## config.mk

```make
export PLATFORM = sky130hd
export DESIGN_NAME = spi_slv
export DESIGN_NICKNAME = d
export VERILOG_FILES = /design/src/rtl/spi_slv_pkg.sv /design/src/rtl/spi_slv_sync_edge.sv /design/src/rtl/spi_slv.sv
export SDC_FILE = /design/constraint.sdc
export NUM_CORES = 1
export LEC_CHECK = 0
export ABC_AREA = 1
export CAP_MARGIN = 15
export CORE_MARGIN = 2
export CORE_UTILIZATION = 63
export CTS_BUF_LIST = sky130_fd_sc_hd__clkbuf_4 sky130_fd_sc_hd__clkbuf_8
export DETAILED_ROUTE_END_ITERATION = 6
export HOLD_SLACK_MARGIN = 0.08
export PLACE_DENSITY = 0.92
export SKIP_CTS_REPAIR_TIMING = 1
export SLEW_MARGIN = 40
export SYNTH_ARGS = -nofsm -noshare
export SYNTH_HDL_FRONTEND = slang
export SYNTH_SLANG_ARGS = --single-unit
```

## constraint.sdc

```tcl
create_clock -name clk -period 4.1 [get_ports clk]
set_input_delay 0.82 -clock clk [delete_from_list [all_inputs] [get_ports clk]]
set_output_delay 0.82 -clock clk [all_outputs]
set_load 0.02 [all_outputs]
```

## src/rtl/spi_slv_pkg.sv

```systemverilog
// Shared types and helpers for the SPI mode-0 slave.
package spi_slv_pkg;

    typedef enum logic [1:0] {
        ARM,
        IDLE,
        ACTIVE,
        DONE
    } state_e;

    localparam int unsigned SPI_MAXLEN_DEF  = 32;
    localparam int unsigned SYNC_STAGES_DEF = 2;

    // Width of bit-count buses: must hold the value SPI_MAXLEN itself.
    function automatic int unsigned cnt_width(input int unsigned maxlen);
        return $clog2(maxlen) + 1;
    endfunction

endpackage

```

## src/rtl/spi_slv_sync_edge.sv

```systemverilog
// Multi-flop input synchroniser with rise/fall pulses derived from the
// last two synchronised samples. All flops reset to the pin's idle level.
module spi_slv_sync_edge #(
    parameter int unsigned SYNC_STAGES = 2,
    parameter logic        IDLE_VAL    = 1'b0
) (
    input  logic clk,
    input  logic sresetn,
    input  logic d_i,
    output logic level_o,
    output logic rise_o,
    output logic fall_o
);

    logic [SYNC_STAGES-1:0] sync_q;
    logic                   prev_q;

    // Synchroniser chain plus one history flop for edge detection.
    always_ff @(posedge clk) begin
        if (!sresetn) begin
            sync_q <= {SYNC_STAGES{IDLE_VAL}};
            prev_q <= IDLE_VAL;
        end else begin
            sync_q <= {sync_q[SYNC_STAGES-2:0], d_i};
            prev_q <= sync_q[SYNC_STAGES-1];
        end
    end

    assign level_o = sync_q[SYNC_STAGES-1];
    assign rise_o  = level_o & ~prev_q;
    assign fall_o  = ~level_o & prev_q;

endmodule

```

## src/rtl/spi_slv.sv

```systemverilog
// SPI mode-0 slave running entirely in the clk domain. SCLK/SS_N/MOSI are
// synchronised and edge-detected; received frames are delivered as a
// one-cycle rx_valid pulse, and a preloaded word is returned on MISO.
module spi_slv
    import spi_slv_pkg::*;
#(
    parameter int unsigned SPI_MAXLEN  = SPI_MAXLEN_DEF,
    parameter int unsigned SYNC_STAGES = SYNC_STAGES_DEF
) (
    input  logic                       clk,
    input  logic                       sresetn,
    input  logic [SPI_MAXLEN-1:0]      tx_data,
    input  logic [$clog2(SPI_MAXLEN):0] tx_nbits,
    input  logic                       tx_valid,
    output logic                       tx_ready,
    output logic [SPI_MAXLEN-1:0]      rx_data,
    output logic [$clog2(SPI_MAXLEN):0] rx_nbits,
    output logic                       rx_valid,
    output logic                       rx_len_err,
    output logic                       tx_underrun,
    output logic                       busy,
    input  logic                       SCLK,
    input  logic                       MOSI,
    input  logic                       SS_N,
    output logic                       MISO,
    output logic                       MISO_OE
);

    localparam int unsigned CNT_W = cnt_width(SPI_MAXLEN);
    localparam int unsigned ARM_N = SYNC_STAGES + 1;
    localparam int unsigned ARM_W = $clog2(ARM_N + 1);

    logic sclk_rise, sclk_fall, sclk_lvl_unused;
    logic ss_lvl, ss_rise, ss_fall;
    logic mosi_lvl, mosi_rise_unused, mosi_fall_unused;

    spi_slv_sync_edge #(.SYNC_STAGES(SYNC_STAGES), .IDLE_VAL(1'b0)) u_sync_sclk (
        .clk(clk), .sresetn(sresetn), .d_i(SCLK),
        .level_o(sclk_lvl_unused), .rise_o(sclk_rise), .fall_o(sclk_fall)
    );
    spi_slv_sync_edge #(.SYNC_STAGES(SYNC_STAGES), .IDLE_VAL(1'b1)) u_sync_ss (
        .clk(clk), .sresetn(sresetn), .d_i(SS_N),
        .level_o(ss_lvl), .rise_o(ss_rise), .fall_o(ss_fall)
    );
    spi_slv_sync_edge #(.SYNC_STAGES(SYNC_STAGES), .IDLE_VAL(1'b0)) u_sync_mosi (
        .clk(clk), .sresetn(sresetn), .d_i(MOSI),
        .level_o(mosi_lvl), .rise_o(mosi_rise_unused), .fall_o(mosi_fall_unused)
    );

    state_e                 state_q, state_d;
    logic [ARM_W-1:0]       arm_cnt_q;
    logic                   hold_full_q;
    logic [SPI_MAXLEN-1:0]  hold_data_q;
    logic [CNT_W-1:0]       hold_nbits_q;
    logic [SPI_MAXLEN-1:0]  shreg_q, rxsh_q;
    logic [CNT_W-1:0]       cnt_q, exp_n_q;
    logic                   ovf_q;
    logic [SPI_MAXLEN-1:0]  rx_data_q;
    logic [CNT_W-1:0]       rx_nbits_q;
    logic                   rx_valid_q, rx_len_err_q, tx_underrun_q;

    logic start, take, arm_ok;

    assign start  = (state_q == IDLE) && ss_fall;
    assign take   = start && hold_full_q;
    assign arm_ok = (arm_cnt_q == ARM_W'(ARM_N));

    // The holding register is emptied by the frame-start load in the same
    // cycle, so a new word may be accepted while the old one is taken.
    assign tx_ready = ~hold_full_q | take;

    // State register.
    always_ff @(posedge clk) begin
        if (!sresetn) state_q <= ARM;
        else          state_q <= state_d;
    end

    // Next-state and pin-side outputs.
    always_comb begin
        state_d = state_q;
        busy    = 1'b0;
        MISO_OE = 1'b0;
        MISO    = 1'b0;
        case (state_q)
            ARM:    if (arm_ok)  state_d = IDLE;
            IDLE:   if (ss_fall) state_d = ACTIVE;
            ACTIVE: begin
                busy    = 1'b1;
                MISO_OE = 1'b1;
                MISO    = shreg_q[SPI_MAXLEN-1];
                if (ss_rise) state_d = DONE;
            end
            DONE:   state_d = IDLE;
            default: state_d = ARM;
        endcase
    end

    // Synchroniser reset values look like an idle SS_N; leaving ARM waits
    // until SS_N has been high long enough that real pin samples are seen.
    always_ff @(posedge clk) begin
        if (!sresetn) begin
            arm_cnt_q <= '0;
        end else if (state_q == ARM) begin
            if (!ss_lvl)      arm_cnt_q <= '0;
            else if (!arm_ok) arm_cnt_q <= arm_cnt_q + ARM_W'(1);
        end
    end

    // TX holding register.
    always_ff @(posedge clk) begin
        if (!sresetn) begin
            hold_full_q  <= 1'b0;
            hold_data_q  <= '0;
            hold_nbits_q <= '0;
        end else begin
            if (take) hold_full_q <= 1'b0;
            if (tx_valid && tx_ready) begin
                hold_full_q  <= 1'b1;
                hold_data_q  <= tx_data;
                hold_nbits_q <= tx_nbits;
            end
        end
    end

    // Frame datapath: load at start, shift in on SCLK rise, out on fall.
    always_ff @(posedge clk) begin
        if (!sresetn) begin
            shreg_q <= '0;
            rxsh_q  <= '0;
            cnt_q   <= '0;
            exp_n_q <= '0;
            ovf_q   <= 1'b0;
        end else if (start) begin
            shreg_q <= take ? (hold_data_q << (CNT_W'(SPI_MAXLEN) - hold_nbits_q)) : '0;
            exp_n_q <= take ? hold_nbits_q : '0;
            rxsh_q  <= '0;
            cnt_q   <= '0;
            ovf_q   <= 1'b0;
        end else if (state_q == ACTIVE) begin
            if (sclk_rise) begin
                rxsh_q <= {rxsh_q[SPI_MAXLEN-2:0], mosi_lvl};
                if (cnt_q == CNT_W'(SPI_MAXLEN)) ovf_q <= 1'b1;
                else                             cnt_q <= cnt_q + CNT_W'(1);
            end
            if (sclk_fall) shreg_q <= shreg_q << 1;
        end
    end

    // Frame delivery and status pulses.
    always_ff @(posedge clk) begin
        if (!sresetn) begin
            rx_data_q     <= '0;
            rx_nbits_q    <= '0;
            rx_valid_q    <= 1'b0;
            rx_len_err_q  <= 1'b0;
            tx_underrun_q <= 1'b0;
        end else begin
            rx_valid_q    <= 1'b0;
            tx_underrun_q <= start && !hold_full_q;
            if (state_q == DONE && cnt_q != '0) begin
                rx_data_q    <= rxsh_q & ({SPI_MAXLEN{1'b1}} >> (CNT_W'(SPI_MAXLEN) - cnt_q));
                rx_nbits_q   <= cnt_q;
                rx_valid_q   <= 1'b1;
                rx_len_err_q <= ovf_q | (cnt_q != exp_n_q);
            end
        end
    end

    assign rx_data     = rx_data_q;
    assign rx_nbits    = rx_nbits_q;
    assign rx_valid    = rx_valid_q;
    assign rx_len_err  = rx_len_err_q;
    assign tx_underrun = tx_underrun_q;

endmodule

```

==> results.toml <==
[setup_path]
crit_required_ns = 3.28
start_kind = "flip-flop"
cp_max_fo = 37
cp_slowest_cell = "clkdlybuf4s50_1"
reg2regPathDepth = 13
critPathKind = "flip-flop to output pin"
crit_cells = 6
path_cells = "inv_1 -> ha_1 -> nand3_2 -> buf_4 -> nand2_1 -> clkdlybuf4s50_1"
crit_family = "buffers and inverters"
max_stage_delay_ns = 0.58
endpoint_kind = "output pin"
cp.arrival_ns = 2.34
crit_buf_inv = 3

[die]
die_y_um = 119
initial_core_util_pct = 63.9
fp.coreArea_um2 = 13100
die_w_um = 119
ioPinCount = 89
rows = 42
dieArea_um2 = 14200

[power_and_ir_drop]
clkPwrFrac_pct = 30.4
power_density_nw_per_um2 = 414
seq_power_share_pct = 45.6
leakage_nw = 3.97
ir_worst_vdd_mv = 0.259
p_switching_mw = 1.37
p_total_mw = 3.95
internal-power_mw = 2.57
p_comb_share_pct = 24.0
p_sw_share_pct = 34.8

[place]
gp_congestion = 1.01
portBuffers = 88
dp_slack_ns = 1.11
post-dp-hpwl_mm = 14.8
placed_cells = 1416

[global_routing]
grt_max_degree = 54
first_global_vias = 7581
grt_antenna_before_repair = 0
grt_overflow_total = 0
grt_pass1_wl_mm = 35.6
grt_use_total_pct = 30.9

[job]
drv_cap = 0

[clock_network]
clock_latency_ns = 0.48
cts_sinks = 169
cts-root-buf = "clkbuf_8"
htreeDepth = 4
clkSlewWorstSetupHoldPaths_ns = 0.09
numCtsBuffers = 17
cts_tree = "built"
cts_max_path_buffers = 2

[routing]
vias = 8413
viasPerCell = 5.81
dr.pass1.iters = 7
ant_nets = 0
drc_errors = 0
drtIter0Drc = 1204
finalWirelength_mm = 21.2
wl_per_cell_um = 14.6

[final_layout]
drive_gt1_share_pct = 6.60
stdcell_count = 1448
synthToLayoutAreaGrowth_pct = 14.0
diodes = 0
fin_nets = 1315
post-route-util_pct = 72.9

[synthesis]
synth_top_cell_by_area = "dfxtp_1"
ys.flop_type = "dfxtp_1"
ys_ff_latch = 169
yosysUniqueCellTypes = 38
yosys-top-cells-count = "nand2_1 (304), nand3_1 (181), dfxtp_1 (169)"
syn-num-nets = 1272
synth_most_common_cell = "nand2_1"
synth_cells = 1216
synth_area_um2 = 8370
synth_mux_area_share_pct = 0
yosysWarnings = 0
postSynthAreaPerCell_um2 = 6.88
synthXorXnorAreaFrac_pct = 0.837
synth_fa_ha_area_share_pct = 1.79
synth-compound-area-share_pct = 16.0
synth_edf_count = 0
synthSimpleGateAreaFrac_pct = 31.9
synth_top_family_by_area = "simple AND/OR/NAND/NOR gates"
synth.yosys.seq_area_share_pct = 40.4
synthTopCellsByArea = "dfxtp_1 (40%), nand2_1 (14%), nand3_1 (11%)"
ys_async_sr_fraction_pct = 0
synth_top_area_share_pct = 40.4

[sta]
worst_slew_pin_slew_ns = 0.716
rsz0062_at_grt = "false"
worst_slack_ns = 0.941
min_period_ns = 3.16
setup_viol = 0
slew_headroom_pct = 52.2
fmax_mhz = 317
clock_skew_ns = 0.0111
setup-tns-final_ns = 0
hold_violations = 0
slew_viol_final = 0
finalCritPeriodShare_pct = 77.0

[min_path]
hold_class = "flip-flop to flip-flop"
min_path_cells = 2

[run_status]
outcome = "complete, no violations"
layout by cell type, fill, tap and decap left out, types with 6 or more instances in the layout:
cell	count
dfxtp_1	169
inv_2	14
a21oi_1	70
o21ai_0	138
nor2_1	90
nand3_1	181
inv_1	81
o21ai_2	8
nand2_2	6
buf_4	7
a211oi_1	9
ha_1	12
nand2_1	303
nand4_1	13
clkbuf_8	18
o21ai_1	14
clkdlybuf4s50_1	87
power groups by stage:
stage                     clock [mW]  sequential (mW)  combinational, mW
after floorplan                    0             1.82              0.717
after global placement             0             1.83              0.892
after detailed placement           0             1.83              0.914
after CTS                       1.21             1.80              0.926
after global routing            1.28             1.81               1.06
final                           1.20             1.80              0.946
through the flow:
stage	cell area, um^2	hold slack, ns
CTS	9530	0.422
floorplan	8370	0.390
detailed placement	9130	0.402
finish	9540	0.420
global placement	9130	0.395
global route	9540	0.433
worst register-to-register path, stage by stage (launching register included):
cell	delay, ns
dfxtp_1	0.33
inv_2	0.46
ha_1	0.33
nand2_1	0.09
nand2_2	0.49
clkinv_2	0.53
nand3_1	0.28
nand2_1	0.08
nand2_1	0.07
nand2_1	0.09
nand2_1	0.07
nand3_1	0.06
nand2_1	0.07
inv_1	0.04
cells by family after synthesis:
logic type / after synthesis
AO/OA/AOI/OAI: 250
XOR/XNOR: 5
adder cells (fa/ha/maj): 12
buffers and inverters: 168
flip-flops: 169
AND/OR/NAND/NOR: 612
per-layer routing:
layer / global-route usage (%) / share of wire (%) / routed length, um / up-vias
met2: 51.9 / 47 / 10100 / 420
met1: 37.6 / 41 / 8600 / 3779
met4: 16.4 / 4.9 / 1040 / 0
met3: 5.84 / 7.0 / 1480 / 104
met5: 0 / 0 / 0 / -
li1: - / - / - / 4110
registers in the layout, indices dropped and copies added (netlist names), 6 cells and up:
signal and flops:
hold_data_q 32, rx_data 32, rxsh_q 32, shreg_q 32, cnt_q 6, exp_n_q 6
hold_nbits_q 6, rx_nbits 6
worst paths after layout:
check | start | endpoint | slack [ns]
max | state_q[1] | tx_ready | 0.94
min | u_sync_mosi.sync_q[0] | u_sync_mosi.sync_q[1] | 0.42
max reg2reg | hold_nbits_q[0] | shreg_q[17] | 1.01
min reg2reg | u_sync_mosi.sync_q[0] | u_sync_mosi.sync_q[1] | 0.42
area by class of cell:
| class | count | area [um^2] |
|---|---|---|
| timing repair buffer | 95 | 928 |
| fill | 996 | 3550 |
| clock inverter | 13 | 151 |
| inverter | 97 | 365 |
| clock buffer | 19 | 255 |
| tap | 176 | 220 |
| multi-input combinational | 879 | 4230 |
| sequential | 169 | 3380 |
Note: power is estimated with default switching activity, not from simulation.
